## src/rtl/noc_pkt_pkg.sv

```systemverilog
// NoC packet layout shared by the ifmap memory and all PE-side endpoints.
package noc_pkt_pkg;

  localparam int PKT_W  = 32;
  localparam int DT_W   = 2;
  localparam int ADDR_W = 8;
  localparam int COL_W  = 8;
  localparam int DATA_W = 13;

  typedef enum logic [DT_W-1:0] {
    DT_NONE  = 2'b00,
    DT_IFMAP = 2'b01,
    DT_FILT  = 2'b10,
    DT_PSUM  = 2'b11
  } data_type_e;

  typedef struct packed {
    logic              rsvd;
    data_type_e        dtype;
    logic [ADDR_W-1:0] dst_addr;
    logic [COL_W-1:0]  col;
    logic [DATA_W-1:0] data;
  } pkt_t;

endpackage

```

## src/rtl/ifmap_row_bank.sv

```systemverilog
// One row buffer: element storage, per-column fill bitmap and fill count.
// Completion is decided by the parent; clr wipes bitmap/count only.
module ifmap_row_bank #(
  parameter int WIDTH_DATA = 13,
  parameter int WIDTH_I    = 25,
  parameter int AW         = 5,
  parameter int CW         = 5
) (
  input  logic                  clk,
  input  logic                  rst_n,
  input  logic                  wr_en,
  input  logic [AW-1:0]         wr_col,
  input  logic [WIDTH_DATA-1:0] wr_data,
  input  logic                  clr,
  input  logic [AW-1:0]         rd_addr,
  output logic [WIDTH_DATA-1:0] rd_data,
  output logic                  hit,
  output logic [CW-1:0]         cnt
);

  logic [WIDTH_DATA-1:0] mem_q [WIDTH_I];
  logic [WIDTH_I-1:0]    bmap_q;
  logic [CW-1:0]         cnt_q;

  assign hit     = bmap_q[wr_col];
  assign cnt     = cnt_q;
  assign rd_data = mem_q[rd_addr];

  // Data store: duplicates simply overwrite, no reset needed (gated by bitmap/full).
  always_ff @(posedge clk) begin
    if (wr_en) mem_q[wr_col] <= wr_data;
  end

  // Fill tracking: only first write of a column counts; clr wins on completion.
  always_ff @(posedge clk or negedge rst_n) begin
    if (!rst_n) begin
      bmap_q <= '0;
      cnt_q  <= '0;
    end else if (clr) begin
      bmap_q <= '0;
      cnt_q  <= '0;
    end else if (wr_en && !hit) begin
      bmap_q[wr_col] <= 1'b1;
      cnt_q          <= cnt_q + 1'b1;
    end
  end

endmodule

```

## src/rtl/ifmap_row_rx.sv

```systemverilog
// PE-side ifmap receiver: filters NoC packets, assembles rows into two
// ping-pong banks and serves completed rows through a registered read port.
// Optional IFMAP_RX_STATS_EN adds saturating accept/drop counters.
module ifmap_row_rx
  import noc_pkt_pkg::*;
#(
  parameter int          WIDTH_DATA = 13,
  parameter int          WIDTH_I    = 25,
  parameter int          DEPTH_I    = 25,
  parameter logic [7:0]  PE_ADDR    = 8'h00
) (
  input  logic                  clk,
  input  logic                  rst_n,
  input  logic [31:0]           in_pkt,
  input  logic                  in_valid,
  output logic                  in_ready,
  output logic                  row_valid,
  input  logic [4:0]            rd_addr,
  input  logic                  rd_en,
  output logic [WIDTH_DATA-1:0] rd_data,
  input  logic                  row_release,
  output logic [4:0]            row_idx,
  output logic                  frame_done,
  output logic                  err_drop
`ifdef IFMAP_RX_STATS_EN
  ,output logic [15:0]          stat_acc
  ,output logic [15:0]          stat_drop
`endif
);

  localparam int             AW       = $clog2(WIDTH_I);
  localparam int             CW       = $clog2(WIDTH_I + 1);
  localparam logic [7:0]     COL_LIM  = 8'(WIDTH_I);
  localparam logic [4:0]     RD_LIM   = 5'(WIDTH_I);
  localparam logic [CW-1:0]  CNT_LAST = CW'(WIDTH_I - 1);
  localparam logic [4:0]     ROW_LAST = 5'(DEPTH_I - 1);

  pkt_t pkt;
  logic acc, pkt_ok, wr_ok, row_done, rel;

  logic [1:0]                 full_q, full_d;
  logic                       wr_bank_q, wr_bank_d;
  logic                       rd_bank_q, rd_bank_d;
  logic [4:0]                 row_idx_q, row_idx_d;
  logic [WIDTH_DATA-1:0]      rd_data_q, rd_data_d;
  logic                       frame_done_q, frame_done_d;
  logic                       err_drop_q, err_drop_d;

  logic [1:0]                 bank_wr, bank_clr, bank_hit;
  logic [1:0][WIDTH_DATA-1:0] bank_rd;
  logic [1:0][CW-1:0]         bank_cnt;

  assign pkt       = pkt_t'(in_pkt);
  assign in_ready  = !full_q[wr_bank_q];
  assign row_valid = full_q[rd_bank_q];
  assign acc       = in_valid && in_ready;
  // rsvd intentionally not examined
  assign pkt_ok    = (pkt.dtype == DT_IFMAP) && (pkt.dst_addr == PE_ADDR) &&
                     (pkt.col < COL_LIM);
  assign wr_ok     = acc && pkt_ok;
  // Row closes on the write that adds the last missing column.
  assign row_done  = wr_ok && !bank_hit[wr_bank_q] && (bank_cnt[wr_bank_q] == CNT_LAST);
  assign rel       = row_release && row_valid;

  // Steer write/clear strobes to the current write bank.
  always_comb begin
    bank_wr             = '0;
    bank_clr            = '0;
    bank_wr[wr_bank_q]  = wr_ok;
    bank_clr[wr_bank_q] = row_done;
  end

  for (genvar b = 0; b < 2; b++) begin : g_bank
    ifmap_row_bank #(
      .WIDTH_DATA (WIDTH_DATA),
      .WIDTH_I    (WIDTH_I),
      .AW         (AW),
      .CW         (CW)
    ) u_bank (
      .clk     (clk),
      .rst_n   (rst_n),
      .wr_en   (bank_wr[b]),
      .wr_col  (pkt.col[AW-1:0]),
      .wr_data (pkt.data[WIDTH_DATA-1:0]),
      .clr     (bank_clr[b]),
      .rd_addr (rd_addr[AW-1:0]),
      .rd_data (bank_rd[b]),
      .hit     (bank_hit[b]),
      .cnt     (bank_cnt[b])
    );
  end

  // Next state: release and completion always target different banks
  // (release needs full, completion needs not-full), so both apply.
  always_comb begin
    full_d       = full_q;
    wr_bank_d    = wr_bank_q;
    rd_bank_d    = rd_bank_q;
    row_idx_d    = row_idx_q;
    frame_done_d = 1'b0;
    err_drop_d   = acc && !pkt_ok;
    rd_data_d    = rd_data_q;
    if (rel) begin
      full_d[rd_bank_q] = 1'b0;
      rd_bank_d         = ~rd_bank_q;
      if (row_idx_q == ROW_LAST) begin
        row_idx_d    = '0;
        frame_done_d = 1'b1;
      end else begin
        row_idx_d = row_idx_q + 1'b1;
      end
    end
    if (row_done) begin
      full_d[wr_bank_q] = 1'b1;
      wr_bank_d         = ~wr_bank_q;
    end
    if (rd_en && row_valid && (rd_addr < RD_LIM)) rd_data_d = bank_rd[rd_bank_q];
  end

  // Control/state registers.
  always_ff @(posedge clk or negedge rst_n) begin
    if (!rst_n) begin
      full_q       <= '0;
      wr_bank_q    <= 1'b0;
      rd_bank_q    <= 1'b0;
      row_idx_q    <= '0;
      rd_data_q    <= '0;
      frame_done_q <= 1'b0;
      err_drop_q   <= 1'b0;
    end else begin
      full_q       <= full_d;
      wr_bank_q    <= wr_bank_d;
      rd_bank_q    <= rd_bank_d;
      row_idx_q    <= row_idx_d;
      rd_data_q    <= rd_data_d;
      frame_done_q <= frame_done_d;
      err_drop_q   <= err_drop_d;
    end
  end

  assign rd_data    = rd_data_q;
  assign row_idx    = row_idx_q;
  assign frame_done = frame_done_q;
  assign err_drop   = err_drop_q;

`ifdef IFMAP_RX_STATS_EN
  logic [15:0] stat_acc_q, stat_drop_q;

  // Saturating counters, zeroed on the edge that wraps the frame.
  always_ff @(posedge clk or negedge rst_n) begin
    if (!rst_n) begin
      stat_acc_q  <= '0;
      stat_drop_q <= '0;
    end else if (frame_done_d) begin
      stat_acc_q  <= '0;
      stat_drop_q <= '0;
    end else begin
      if (wr_ok && (stat_acc_q != 16'hFFFF))       stat_acc_q  <= stat_acc_q + 1'b1;
      if (err_drop_d && (stat_drop_q != 16'hFFFF)) stat_drop_q <= stat_drop_q + 1'b1;
    end
  end

  assign stat_acc  = stat_acc_q;
  assign stat_drop = stat_drop_q;
`endif

endmodule

```

## config.mk

```make
export PLATFORM = sky130hd
export DESIGN_NAME = ifmap_row_rx
export DESIGN_NICKNAME = d
export VERILOG_FILES = /design/src/rtl/noc_pkt_pkg.sv /design/src/rtl/ifmap_row_bank.sv /design/src/rtl/ifmap_row_rx.sv
export SDC_FILE = /design/constraint.sdc
export NUM_CORES = 1
export LEC_CHECK = 0
export BUFFER_PORTS_ARGS = -buffer_cell sky130_fd_sc_hd__buf_4
export CORE_AREA = 10 10 278 280
export DETAILED_ROUTE_END_ITERATION = 8
export DIE_AREA = 0 0 288 290
export PLACE_DENSITY_LB_ADDON = 0.08
export RECOVER_POWER = 25
export SYNTH_ARGS = -nofsm -noshare
export SYNTH_HDL_FRONTEND = slang
export SYNTH_SLANG_ARGS = --single-unit
export TNS_END_PERCENT = 1
```

## constraint.sdc

```tcl
create_clock -name clk -period 2.08 [get_ports clk]
set_input_delay 0.104 -clock clk [delete_from_list [all_inputs] [get_ports clk]]
set_output_delay 0.104 -clock clk [all_outputs]
set_load 0.1 [all_outputs]
```

* Word-level counts from Yosys, hierarchy flattened
Memories as Yosys holds them, arrays and structs flattened.
Cells that the tools add are included.
** Storage, ports and cells
- Register bits after elaboration :: 84
- Memory bits (writable) :: 650
- Input bits :: 42
- Output and inout port bits :: 22
- Logic and storage cells :: 96
- Memories kept :: 2
** Memory list
- g_bank[0].u_bank.mem_q :: depth 25, bits a word 13, rd ports 1, clocked after Yosys merged registers in 0, wr ports 1, line ifmap_row_bank.sv:21 : logic [WIDTH_DATA-1:0] mem_q [WIDTH_I];
- g_bank[1].u_bank.mem_q :: depth 25, bits a word 13, rd ports 1, clocked after Yosys merged registers in 0, wr ports 1, line ifmap_row_bank.sv:21
** Cells by class
- Add/subtract/negate cells :: 3
- Magnitude comparators :: 8
- Equality and inequality tests :: 3
- Mux-type cells :: 37
- Bitwise gates (word level) :: 9
- Reduce and logical (&&, ||, !) cells :: 23
** Operator list (number)
- $mux 25 :: 4
- $or 25x25->25 :: 2
- $mux 5 :: 7
- $mux 13 :: 2
- $mux 1 :: 17
- $add 5x1->5 const B :: 3
- $logic_and 1x1->1 :: 15
- $bmux 1 s5 :: 2
- $eq 5x5->1 const B :: 2
- $logic_not 8->1 :: 1
- $lt 8x5->1 const B :: 1
- $and 2x2->2 :: 3
- $lt 5x6->1 const B :: 1
- $demux 1 s5 :: 1
- $ge 5x1->1 const B :: 1
- $logic_not 1->1 :: 5
- $lt 5x5->1 const B :: 1
- $lt 1x2->1 const B :: 2
- $mux 2 :: 2
- $reduce_bool 2->1 :: 2
- $demux 1 s1 :: 2
- $eq 2x1->1 const B :: 1
- $ge 1x1->1 const B :: 2
- $not 1->1 :: 2
- 2 further kinds :: 2

* Logic depth before layout (Yosys ltp)
Gate-level depths: netlist of the first run.
- Depth in word-level cells :: 9
- Mapped depth :: 10
- Mapped depth without buffers :: 6

* Cells and area by module
A second synthesis of the first run with hierarchy kept.
** Second synthesis, totals
- Cells, all modules :: 1536
- Area total of the unflattened synthesis :: 29220.5 µm²
** By module, submodules not included
- ifmap_row_bank at g_bank[1].u_bank :: times used 1, cells each 705, area each 14036.0 µm², sequential area each 10510.1 µm²
- ifmap_row_bank at g_bank[0].u_bank :: times used 1, cells each 707, area each 13933.4 µm², sequential area each 10510.1 µm²
- ifmap_row_rx :: times used 1, cells each 124, area each 1251.2 µm², sequential area each 600.6 µm²

* Worst setup path after synthesis of the first run
OpenSTA, ideal clock, no wires.
- Path type :: input to register
- Start point :: input in_pkt[24]
- End point :: memory g_bank[0].u_bank.mem_q[11][0] (enable)
- Setup time :: 382 ps
- Arrival time :: 2068 ps
- Required time :: 1698 ps
- Setup slack :: -370 ps
- Stages on the path :: 5
- Buffers on the path :: 1
- Cells stage by stage :: or4_1 nor4_4 nand3_1 clkbuf_1 nor2_1
** Between the ends
- Cells in the longest elaborated chain, start to end :: 7
** Ends and longest elaborated chain
- start: declaration :: line ifmap_row_rx.sv:14 : input logic [31:0] in_pkt,
- $logic_not 8->1 :: line ifmap_row_rx.sv:58 : assign pkt_ok = (pkt.dtype == DT_IFMAP) && (pkt.dst_addr == PE_ADDR) &&
- $logic_and 1x1->1 (2 in series) :: line ifmap_row_rx.sv:58
- $logic_and 1x1->1 :: line ifmap_row_rx.sv:60 : assign wr_ok = acc && pkt_ok;
- $and 2x2->2 (no source line)
- $mux 1 :: line ifmap_row_bank.sv:31 : if (wr_en) mem_q[wr_col] <= wr_data;
- $mux 1 (implied by the code) :: line ifmap_row_bank.sv:31
- end: declaration :: line ifmap_row_bank.sv:21
No other way between the ends.

* Final worst setup path of the first run
- Start point :: register g_bank[0].u_bank.bmap_q[14]
- End point :: register wr_bank_q
** Between the ends
- Cells in the longest elaborated chain, start to end :: 7
** Ends and longest elaborated chain
- start: declaration :: line ifmap_row_bank.sv:22 : logic [WIDTH_I-1:0] bmap_q;
- start signal: assignment :: line ifmap_row_bank.sv:37 : bmap_q <= '0;
- start signal: assignment :: line ifmap_row_bank.sv:40 : bmap_q <= '0;
- start signal: indexed assignment :: line ifmap_row_bank.sv:43 : bmap_q[wr_col] <= 1'b1;
- $bmux 1 s5 :: line ifmap_row_bank.sv:25 : assign hit = bmap_q[wr_col];
- $mux 1 (implied by the code) :: line ifmap_row_bank.sv:25
- $mux 1 (implied by the code) (2 in series) :: line ifmap_row_rx.sv:62 : assign row_done = wr_ok && !bank_hit[wr_bank_q] && (bank_cnt[wr_bank_q] == CNT_LAST);
- $logic_not 1->1 :: line ifmap_row_rx.sv:62
- $logic_and 1x1->1 (2 in series) :: line ifmap_row_rx.sv:62
- end signal: assignment :: line ifmap_row_rx.sv:132 : wr_bank_q <= wr_bank_d;
- end: declaration :: line ifmap_row_rx.sv:42 : logic wr_bank_q, wr_bank_d;
No other way between the ends. The select of a mux whose other input is x is not followed.
A chain may end at the register's enable or synchronous reset.

==> impl_metrics.sql, run 1 <==
INSERT INTO impl_metrics (metric_group, metric, value, unit) VALUES
('worst_setup_path', 'regToRegStartpoint', 'g_bank[0].u_bank.bmap_q[14]', ''),
('power', 'power.ir.vdd_worst', '0.462', 'mV'),
('yosys', 'synth_seq_cells', '734', ''),
('clock_network', 'clock-root-buffer', 'clkbuf_16', ''),
('global_route', 'groute.usage.overall', '18.9', '%'),
('sta', 'min_period_over_period', '99.9', '%'),
('worst_hold_path', 'hold_path.class', 'input port to register', ''),
('finish', 'fin_nets', '1847', ''),
('sta', 'setup_tns', '0', 'ns'),
('sta', 'finalMaxSlewViolations', '0', ''),
('sta', 'maxSlewHeadroom', '8.40', '%'),
('yosys', 'ys_top_cells_by_area', 'edfxtp_1 67%, mux4_2 13%, dfrtp_1 7.2%, mux2i_1 1.9%, nor2_1 1.3%', ''),
('worst_hold_path', 'hold-path-endpoint', 'g_bank[0].u_bank.bmap_q[21]', ''),
('detailed_routing', 'detail_route.wirelength.met1', '35600', 'um'),
('detailed_routing', 'drtIter0Drc', '1252', ''),
('finish', 'fin_area', '35600', 'um^2'),
('floorplanning', 'ioPinCount', '64', ''),
('worst_setup_path', 'required', '2.57', 'ns'),
('yosys', 'post-synth-top-area-cell', 'edfxtp_1', ''),
('sta', 'rsz_0062_raised_after_global_routing', 'yes', ''),
('detailed_routing', 'wire_per_inst', '27.9', 'um'),
('global_route', 'grt_antenna_before_repair', '6', ''),
('clock_network', 'worst_skew_pair.late_latency', '0.61', 'ns'),
('floorplanning', 'die_y', '290', 'um'),
('clock_network', 'clk_transition_reported_paths', '0.06', 'ns'),
('yosys', 'synth_async_sr_flop_share', '11.4', '%'),
('global_route', 'pin_count_of_the_biggest_net_entering_global_routing', '51', ''),
('global_route', 'grt_pass1_vias', '16389', ''),
('detailed_routing', 'drt-vias-per-instance', '5.60', ''),
('global_route', 'global_route_wire_length_before_repair', '116000', 'um'),
('worst_hold_path', 'hold_depth', '4', ''),
('finish', 'areaGrowthSynthToFinish', '22.3', '%'),
('yosys', 'synth_cells', '1522', ''),
('worst_setup_path', 'worst-path-max-fanout', '27', ''),
('floorplanning', 'start_util', '40.8', '%'),
('sta', 'setup-violations-final', '0', ''),
('sta', 'timing.clock.skew', '0.0242', 'ns'),
('placement', 'gpl.final_weighted_congestion', '0.851', ''),
('status', 'run_status', 'complete, no violations', ''),
('worst_setup_path', 'reg2regPathDepth', '5', ''),
('detailed_routing', 'routed-via-count', '15762', ''),
('finish', 'finalNonFillerCells', '2813', ''),
('yosys', 'synth-main-ff-cell', 'edfxtp_1', ''),
('worst_setup_path', 'setup.worst_path.start_class', 'register', ''),
('yosys', 'synth_top_cell_area_share', '67.1', '%'),
('clock_network', 'numCtsBuffers', '79', ''),
('detailed_routing', 'detail_route.drc_violations', '0', ''),
('yosys', 'avgSynthCellArea', '19.1', 'um^2'),
('placement', 'placedInstanceArea', '32900', 'um^2'),
('worst_hold_path', 'hold_startpoint', 'in_pkt[15]', ''),
('detailed_routing', 'wl_met3', '3700', 'um'),
('floorplanning', 'die_width', '288', 'um'),
('placement', 'placedCellCount', '2660', ''),
('yosys', 'yosys_warnings', '0', ''),
('power', 'leakagePower', '12.1', 'nW'),
('job', 'max_capacitance_violation_count', '0', ''),
('detailed_routing', 'top_signal_layer_used', 'met4', ''),
('sta', 'period_needed', '2.08', 'ns'),
('placement', 'hpwlAfterDp', '49700', 'um'),
('global_route', 'grt_remaining_overflow', '0', ''),
('worst_setup_path', 'regToRegEndpoint', 'wr_bank_q', ''),
('worst_setup_path', 'timing.critical_path.arrival', '2.57', 'ns'),
('clock_network', 'cts_tree', 'yes', ''),
('detailed_routing', 'postRouteAntennaNets', '0', ''),
('floorplanning', 'coreArea', '71400', 'um^2'),
('sta', 'hold_viol_final', '0', ''),
('sta', 'holdWs', '0.0598', 'ns'),
('yosys', 'synth.yosys.seq_area_share', '74.3', '%'),
('power', 'power.density', '905', 'nW/um^2'),
('detailed_routing', 'wl', '78500', 'um'),
('clock_network', 'clock_sink_count', '734', '');
==> final cells by class <==
type                    count  area [um^2]
fillers                  5963        35800
flip-flops and latches    734        21600
multi-input cells         688         7060
repair buffers            289         3060
clock buffers              87         2010
well taps                 950         1190
clock inverters            54          604
inverters                   9         33.8
diodes                      2         5.00
==> cells in the mapped netlist, drive strengths merged (2+ instances only) <==
master / instances
edfxtp: 650
mux4: 167
nor2: 103
nand2: 87
dfrtp: 84
buf: 58
mux2i: 56
clkbuf: 33
nand3: 33
a21oi: 26
o2bb2ai: 26
o21ai: 25
a31oi: 22
o211ai: 15
nor2b: 14
a22oi: 10
nand4: 9
o22ai: 9
inv: 8
a211oi: 7
mux2: 7
a41oi: 6
nand2b: 6
nor3: 6
a22o: 4
ha: 4
o221ai: 4
and4b: 3
o32ai: 3
or2: 3
and2: 2
nor4: 2
nor4b: 2
o211a: 2
o311a: 2
o311ai: 2
or4: 2
xor2: 2
==> flip-flops by register name (all words and copies together), names as in the netlist <==
register / flops
err_drop: 1
frame_done: 1
full_q: 2
g_bank.u_bank.bmap_q: 50
g_bank.u_bank.cnt: 10
g_bank.u_bank.mem_q: 650
rd_bank_q: 1
rd_data: 13
row_idx: 5
wr_bank_q: 1
==> critical path, stage by stage, from the launching register on <==
cell and delay, ns:
dfrtp_1 0.38, mux4_2 0.48, o211ai_1 0.28, and4b_2 0.36
o21bai_4 0.23, a21o_1 0.25
==> cell families after synthesis <==
logic type / count (synthesis) / share of synthesized area (%)
compound gates: 173 / 4.20
xor+xnor: 3 / 0.0903
fa+ha+maj: 4 / 0.172
buf+inv: 100 / 1.63
flops: 734 / 74.3
mux: 230 / 15.1
simple gates: 278 / 4.45
==> cell usage in the layout, fill, tap and decap left out, drive strengths merged, types with 9 or more instances in the layout <==
cell         synthesis  final
edfxtp             650    650
buf                 58    266
mux4               167    167
nor2               103    103
clkbuf              33    101
nand2               87     87
dfrtp               84     84
mux2i               56     56
clkinv               1     36
nand3               33     33
a21oi               26     26
o2bb2ai             26     26
o21ai               25     25
a31oi               22     22
o211ai              15     15
nor2b               14     14
bufinv               0     13
a22oi               10     10
inv                  8     10
nand4                9      9
o22ai                9      9
dlygate4sd3          0      9
==> per-stage QoR <==
| stage | total power, mW | util, % | setup slack, ns |
|---|---|---|---|
| after floorplan | 17.3 | - | -0.316 |
| after global placement | 18.2 | 46.1 | -0.262 |
| after detailed placement | 18.3 | 46.1 | -0.283 |
| after CTS | 32.6 | 49.9 | -0.0311 |
| after global routing | 33.3 | 49.9 | -0.122 |
| final | 32.2 | 49.9 | 0.00155 |
==> report_power, final <==
| group | switching, mW | internal, mW | total (mW) | leakage, nW |
|---|---|---|---|---|
| sequential | 0.0302 | 16.1 | 16.1 | 6.98 |
| clock | 5.71 | 8.57 | 14.3 | 1.29 |
| combinational | 1.14 | 0.696 | 1.83 | 3.86 |
| total | 6.88 | 25.3 | 32.2 | 12.1 |
==> per-layer routing <==
metal,global-route usage [%],vias up
met2,29.5,423
met3,2.80,102
met4,5.84,0
li1,-,6783
met5,0,-
met1,27.0,8454
==> worst max path at each step <==
stage,slack [ns],start,cells past startpoint,to
detailed placement,-0.28,in_pkt[24],7,wr_bank_q
CTS,-0.03,g_bank[0].u_bank.bmap_q[14],5,wr_bank_q
global route,-0.12,g_bank[0].u_bank.bmap_q[14],5,g_bank[1].u_bank.bmap_q[0]
finish,0.002,g_bank[0].u_bank.bmap_q[14],5,wr_bank_q
global placement,-0.26,rd_addr[0],8,rd_data[3]
floorplan,-0.32,in_pkt[24],5,g_bank[1].u_bank.mem_q[16][0]
==> timing repair <==
item,4_1_cts,5_1_grt
endpoints found under the hold margin,95,0
resized for setup,2,3
hold buffers,9,0
pin swaps,2,5
setup buffers,1,0
endpoints found under the setup margin,32,59
Power figures use the tool's default switching activity.
==> inputs of run 2 (changes only) <==
MAX_ROUTING_LAYER = met4   (was unset)
==> impl_metrics.sql, run 2 (synthesized netlist as in run 1, its figures left out) <==
INSERT INTO impl_metrics (metric_group, metric, value, unit) VALUES
('finish', 'fin_area', '35600', 'um^2'),
('sta', 'tightestPinTransition', '1.35', 'ns'),
('worst_hold_path', 'hold_depth', '4', ''),
('power', 'p_int', '25.3', 'mW'),
('power', 'netSwitchingPower', '6.89', 'mW'),
('finish', 'layout.cells.most_common_list', '650 x edfxtp_1, 194 x buf_4, 167 x mux4_2', ''),
('finish', 'regMostFlops', 'g_bank.u_bank.mem_q', ''),
('worst_hold_path', 'hold_path.class', 'input port to register', ''),
('global_route', 'pin_count_of_the_biggest_net_entering_global_routing', '51', ''),
('floorplanning', 'ioPinCount', '64', ''),
('sta', 'maxSlewHeadroom', '9.87', '%'),
('worst_setup_path', 'reg2regPathDepth', '5', ''),
('detailed_routing', 'drt-vias-per-instance', '5.59', ''),
('power', 'power.ir.vdd_worst', '0.465', 'mV'),
('power', 'switching_share', '21.4', '%'),
('finish', 'mostFrequentLayoutCell', 'edfxtp_1', ''),
('worst_setup_path', 'worst-path-max-fanout', '27', ''),
('floorplanning', 'die_y', '290', 'um'),
('clock_network', 'cts_tree', 'yes', ''),
('finish', 'fin_nets', '1847', ''),
('global_route', 'grt_remaining_overflow', '0', ''),
('global_route', 'global_route_wire_length_before_repair', '116000', 'um'),
('placement', 'gpl.final_weighted_congestion', '0.865', ''),
('sta', 'setup_tns', '0', 'ns'),
('job', 'max_capacitance_violation_count', '0', ''),
('clock_network', 'numCtsBuffers', '79', ''),
('floorplanning', 'start_util', '40.8', '%'),
('global_route', 'grt_pass1_vias', '16395', ''),
('worst_setup_path', 'worst-setup-path-type', 'register to register', ''),
('sta', 'timing.clock.skew', '0.0233', 'ns'),
('detailed_routing', 'wl', '78500', 'um'),
('worst_setup_path', 'required', '2.57', 'ns'),
('floorplanning', 'die_width', '288', 'um'),
('finish', 'fill_cells', '5963', ''),
('clock_network', 'cts_htree_levels', '3', ''),
('global_route', 'grt_antenna_before_repair', '6', ''),
('sta', 'rsz_0062_raised_after_global_routing', 'yes', ''),
('status', 'run_status', 'complete, no violations', ''),
('detailed_routing', 'routed-via-count', '15718', ''),
('sta', 'finalMaxSlewViolations', '0', ''),
('clock_network', 'clock_sink_count', '734', ''),
('power', 'combinational_cell_fraction_of_total_power', '5.7', '%'),
('clock_network', 'clk_transition_reported_paths', '0.06', 'ns'),
('sta', 'period_needed', '2.07', 'ns'),
('floorplanning', 'die_area', '83500', 'um^2'),
('detailed_routing', 'firstDrtPassIters', '5', ''),
('power', 'power.density', '906', 'nW/um^2'),
('detailed_routing', 'postRouteAntennaNets', '0', ''),
('placement', 'placedCellCount', '2660', ''),
('power', 'sequentialPowerShare', '50.0', '%'),
('worst_setup_path', 'end_kind', 'register', ''),
('sta', 'hold_viol_final', '0', ''),
('clock_network', 'cts_max_path_buffers', '3', ''),
('worst_setup_path', 'setup.worst_path.start_class', 'register', ''),
('clock_network', 'clock-root-buffer', 'clkbuf_16', ''),
('worst_setup_path', 'timing.critical_path.arrival', '2.56', 'ns'),
('placement', 'placedInstanceArea', '32900', 'um^2'),
('floorplanning', 'coreArea', '71400', 'um^2'),
('global_route', 'groute.usage.overall', '19.5', '%'),
('finish', 'finalCoreUtilization', '49.9', '%'),
('finish', 'layout_cell_share_with_drive_strength_beyond_1', '32.8', '%'),
('finish', 'flip_flop_count_of_the_largest_register_all_copies_and_words_added', '650', ''),
('power', 'relative_contribution_of_the_clock_network_to_total_power', '44.3', '%'),
('detailed_routing', 'drtIter0Drc', '1447', ''),
('floorplanning', 'fp-row-count', '98', ''),
('placement', 'hpwlAfterDp', '49700', 'um'),
('sta', 'highest_clock_rate', '0.482', 'GHz'),
('power', 'leakagePower', '12.1', 'nW'),
('placement', 'port_buffers', '62', ''),
('sta', 'min_period_over_period', '99.7', '%'),
('clock_network', 'worst_skew_pair.late_latency', '0.61', 'ns'),
('finish', 'areaGrowthSynthToFinish', '22.3', '%'),
('detailed_routing', 'wire_per_inst', '27.9', 'um'),
('detailed_routing', 'detail_route.drc_violations', '0', ''),
('sta', 'setup-violations-final', '0', ''),
('finish', 'finalNonFillerCells', '2813', '');
## run 2: cell counts in the layout (fill, tap and decap cells not counted)
No cell type changed its count.
## run 2: metal layers
layer	GRT usage [%]	up-vias	part of all wire (%)
met1	27.3	8376	45
met2	29.4	450	47
met3	2.44	106	4.7
met4	5.97	0	2.5
li1	-	6786	-
met5	-	-	0
## run 2: worst paths after layout
check | slack (ns) | startpoint | end
max | 0.007 | g_bank[0].u_bank.bmap_q[14] | wr_bank_q
min | 0.06 | in_pkt[15] | g_bank[0].u_bank.bmap_q[21]
max reg2reg | 0.007 | g_bank[0].u_bank.bmap_q[14] | wr_bank_q
min reg2reg | 0.49 | g_bank[1].u_bank.bmap_q[11] | g_bank[1].u_bank.bmap_q[11]
max in group asynchronous | 0.73 | rst_n | g_bank[0].u_bank.bmap_q[6]
min in group asynchronous | 0.14 | rst_n | g_bank[0].u_bank.bmap_q[12]
## run 2: layout make-up
| type | instances | area (um^2) | share of cell area, % |
|---|---|---|---|
| clock inverter | 54 | 604 | 1.70 |
| inverter | 9 | 33.8 | 0.0949 |
| antenna | 2 | 5.00 | 0.0141 |
| timing repair buffer | 289 | 3060 | 8.60 |
| clock buffer | 87 | 2010 | 5.64 |
| tap | 950 | 1190 | 3.34 |
| sequential | 734 | 21600 | 60.8 |
| multi-input combinational | 688 | 7060 | 19.9 |
## run 2: critical path, stage by stage, from the launching register on
cell and delay, ns:
dfrtp_1 0.38, mux4_2 0.48, o211ai_1 0.27, and4b_2 0.36, o21bai_4 0.23, a21o_1 0.25
## run 2: metrics by stage
step | total power, mW | setup slack [ns] | hold slack [ns]
6_report | 32.2 | 0.00698 | 0.0623
5_1_grt | 33.3 | -0.122 | 0.0970
4_1_cts | 32.6 | -0.0311 | 0.0189
3_5_place_dp | 18.3 | -0.283 | 0.0117
3_3_place_gp | 18.2 | -0.262 | 0.00545
2_1_floorplan | 17.3 | -0.316 | -0.192
## run 2: timing repair
item                       CTS  global route
setup endpoints to repair   32            59
hold endpoints to repair    95             0
pin swaps                    2             5
hold buffers                 9             0
buffers inserted             1             0
resized for setup            2             3
## run 2: power groups by stage
stage / combinational, mW / sequential, mW / clock [mW]
4_1_cts: 1.88 / 16.1 / 14.6
5_1_grt: 1.95 / 16.1 / 15.2
2_1_floorplan: 0.736 / 16.5 / 0
3_3_place_gp: 1.85 / 16.4 / 0
3_5_place_dp: 1.86 / 16.4 / 0
6_report: 1.83 / 16.1 / 14.3
==> inputs of run 3 (changes only) <==
clock period = 1.85 ns   (was 2.08 ns; I/O delays follow)
==> impl_metrics.sql, run 3 (synthesized netlist as in run 1, its figures left out) <==
INSERT INTO impl_metrics (metric_group, metric, value, unit) VALUES
('detailed_routing', 'detail_route.drc_violations', '0', ''),
('global_route', 'pin_count_of_the_biggest_net_entering_global_routing', '51', ''),
('clock_network', 'clk_transition_reported_paths', '0.06', 'ns'),
('finish', 'layout.cells.most_common_list', '650 x edfxtp_1, 223 x buf_4, 167 x mux4_2', ''),
('floorplanning', 'fp-row-count', '98', ''),
('floorplanning', 'coreArea', '71400', 'um^2'),
('global_route', 'grt_max_usage_layer', 'met2', ''),
('detailed_routing', 'postRouteAntennaNets', '0', ''),
('global_route', 'met1_usage', '27.0', '%'),
('worst_setup_path', 'cpPeakStageDelay', '0.52', 'ns'),
('finish', 'fin_nets', '1891', ''),
('worst_setup_path', 'required', '2.34', 'ns'),
('worst_hold_path', 'hold-path-endpoint', 'rd_data[12]', ''),
('detailed_routing', 'routed-via-count', '15729', ''),
('sta', 'holdWs', '0.0595', 'ns'),
('global_route', 'global_route_wire_length_before_repair', '115000', 'um'),
('worst_hold_path', 'hold_startpoint', 'rd_addr[3]', ''),
('sta', 'finalMaxSlewViolations', '0', ''),
('sta', 'timing.clock.skew', '0.0283', 'ns'),
('power', 'power.density', '983', 'nW/um^2'),
('clock_network', 'worst_skew_pair.late_latency', '0.63', 'ns'),
('detailed_routing', 'drtIter0Drc', '1406', ''),
('clock_network', 'cts_htree_levels', '3', ''),
('global_route', 'grt_antenna_before_repair', '1', ''),
('worst_setup_path', 'timing.critical_path.arrival', '2.49', 'ns'),
('sta', 'hold_viol_final', '0', ''),
('sta', 'layout_setup_ws', '-0.150', 'ns'),
('placement', 'hpwlAfterDp', '50400', 'um'),
('floorplanning', 'start_util', '40.8', '%'),
('placement', 'gpl.final_weighted_congestion', '0.908', ''),
('sta', 'highest_clock_rate', '0.500', 'GHz'),
('worst_hold_path', 'hold_depth', '3', ''),
('detailed_routing', 'wire_per_inst', '27.4', 'um'),
('floorplanning', 'die_area', '83500', 'um^2'),
('sta', 'tightestPinTransition', '1.39', 'ns'),
('sta', 'period_needed', '2.00', 'ns'),
('finish', 'mostFrequentLayoutCell', 'edfxtp_1', ''),
('worst_setup_path', 'r2r_setup_slack', '-0.15', 'ns'),
('floorplanning', 'ioPinCount', '64', ''),
('finish', 'regMostFlops', 'g_bank.u_bank.mem_q', ''),
('finish', 'areaGrowthSynthToFinish', '24.0', '%'),
('status', 'failing_checks', 'setup timing', ''),
('sta', 'setup_tns', '-6.32', 'ns'),
('worst_setup_path', 'slowest_stage', 'mux4_2', ''),
('clock_network', 'numCtsBuffers', '78', ''),
('floorplanning', 'die_y', '290', 'um'),
('worst_setup_path', 'reg2regPathDepth', '7', ''),
('sta', 'min_period_over_period', '108', '%'),
('global_route', 'groute.layer.met2.usage', '29.6', '%'),
('finish', 'finalCoreUtilization', '50.5', '%'),
('worst_setup_path', 'critical_path.top_delay_family', 'multiplexers', ''),
('global_route', 'groute.usage.overall', '19.3', '%'),
('job', 'max_capacitance_violation_count', '0', ''),
('power', 'leakagePower', '12.3', 'nW'),
('status', 'run_status', 'finished with violations', ''),
('sta', 'maxSlewHeadroom', '7.34', '%'),
('power', 'power.ir.vdd_worst', '0.534', 'mV'),
('worst_setup_path', 'critical_path.n_buffers_inverters', '2', ''),
('global_route', 'grt_util_met3', '2.50', '%'),
('worst_setup_path', 'worst-path-max-fanout', '25', ''),
('finish', 'fill_cells', '5940', ''),
('worst_setup_path', 'regToRegStartpoint', 'g_bank[1].u_bank.bmap_q[11]', ''),
('placement', 'port_buffers', '62', ''),
('clock_network', 'clock_sink_count', '734', ''),
('global_route', 'grt_remaining_overflow', '0', ''),
('detailed_routing', 'drt-vias-per-instance', '5.49', ''),
('detailed_routing', 'wl', '78500', 'um'),
('global_route', 'grt_pass1_vias', '16548', ''),
('floorplanning', 'die_width', '288', 'um'),
('worst_setup_path', 'regToRegEndpoint', 'g_bank[1].u_bank.bmap_q[7]', ''),
('worst_setup_path', 'worst-setup-path-type', 'register to register', ''),
('worst_setup_path', 'end_kind', 'register', ''),
('finish', 'flip_flop_count_of_the_largest_register_all_copies_and_words_added', '650', ''),
('clock_network', 'clock-root-buffer', 'clkbuf_16', ''),
('finish', 'finalNonFillerCells', '2863', ''),
('placement', 'placedCellCount', '2699', ''),
('finish', 'layout_cell_share_with_drive_strength_beyond_1', '35.6', '%'),
('detailed_routing', 'firstDrtPassIters', '8', ''),
('clock_network', 'cts_tree', 'yes', ''),
('worst_hold_path', 'hold_path.class', 'input port to register', ''),
('worst_setup_path', 'timing.critical_path.cells', 'mux4_2 > a32oi_2 > and4b_2 > buf_4 > o21bai_4 > buf_12 > o2bb2ai_1', ''),
('clock_network', 'cts_max_path_buffers', '3', ''),
('sta', 'rsz_0062_raised_after_global_routing', 'yes', ''),
('worst_setup_path', 'setup.worst_path.start_class', 'register', ''),
('sta', 'setup-violations-final', '63', '');
## run 3: how the worst max path moves through the flow
stage,startpoint,to,cells past startpoint
2_1_floorplan,in_pkt[24],g_bank[1].u_bank.mem_q[16][0],5
3_3_place_gp,rd_addr[0],rd_data[6],9
3_5_place_dp,in_pkt[24],g_bank[1].u_bank.bmap_q[22],8
4_1_cts,g_bank[0].u_bank.bmap_q[14],g_bank[1].u_bank.bmap_q[22],6
5_1_grt,g_bank[0].u_bank.bmap_q[14],g_bank[0].u_bank.bmap_q[22],6
6_report,g_bank[1].u_bank.bmap_q[11],g_bank[1].u_bank.bmap_q[7],7
## run 3: report_power, final
part | leakage (nW) | total [mW] | internal (mW) | switching (mW)
Clock | 1.21 | 15.2 | 8.76 | 6.41
Sequential | 6.98 | 18.1 | 18.1 | 0.0341
Combinational | 4.14 | 2.17 | 0.851 | 1.32
## run 3: cell type report
class	instances	area (um^2)	share of cell area, %
inverter	9	33.8	0.0937
tap	950	1190	3.30
antenna	4	10.0	0.0278
clock buffer	102	2150	5.95
sequential	734	21600	60.0
multi-input combinational	688	7260	20.1
clock inverter	42	325	0.902
timing repair buffer	334	3480	9.65
## run 3: routing by layer
layer	wire length, um	vias up
met3	3810	107
met5	0	-
met2	37400	409
met1	35600	8342
li1	-	6871
met4	1690	0
## run 3: timing repair
| action | CTS | global route |
|---|---|---|
| endpoints found under the setup margin | 108 | 724 |
| hold endpoints to repair | 128 | 0 |
| resized for setup | 36 | 33 |
| pin swaps | 11 | 11 |
| hold buffers | 13 | 0 |
| buffers inserted | 2 | 1 |
## run 3: metrics by stage
stage / cell area (um^2) / worst slack [ns] / power (mW)
2_1_floorplan: 29100 / -0.534 / 19.4
3_3_place_gp: 33200 / -0.443 / 20.6
6_report: 36100 / -0.150 / 35.4
3_5_place_dp: 33200 / -0.491 / 20.6
5_1_grt: 36000 / -0.245 / 36.6
4_1_cts: 36000 / -0.163 / 35.8
## run 3: worst min-delay path: stages
cell and delay [ns]:
buf_4 0.20, a21oi_1 0.25, nor3_1 0.08
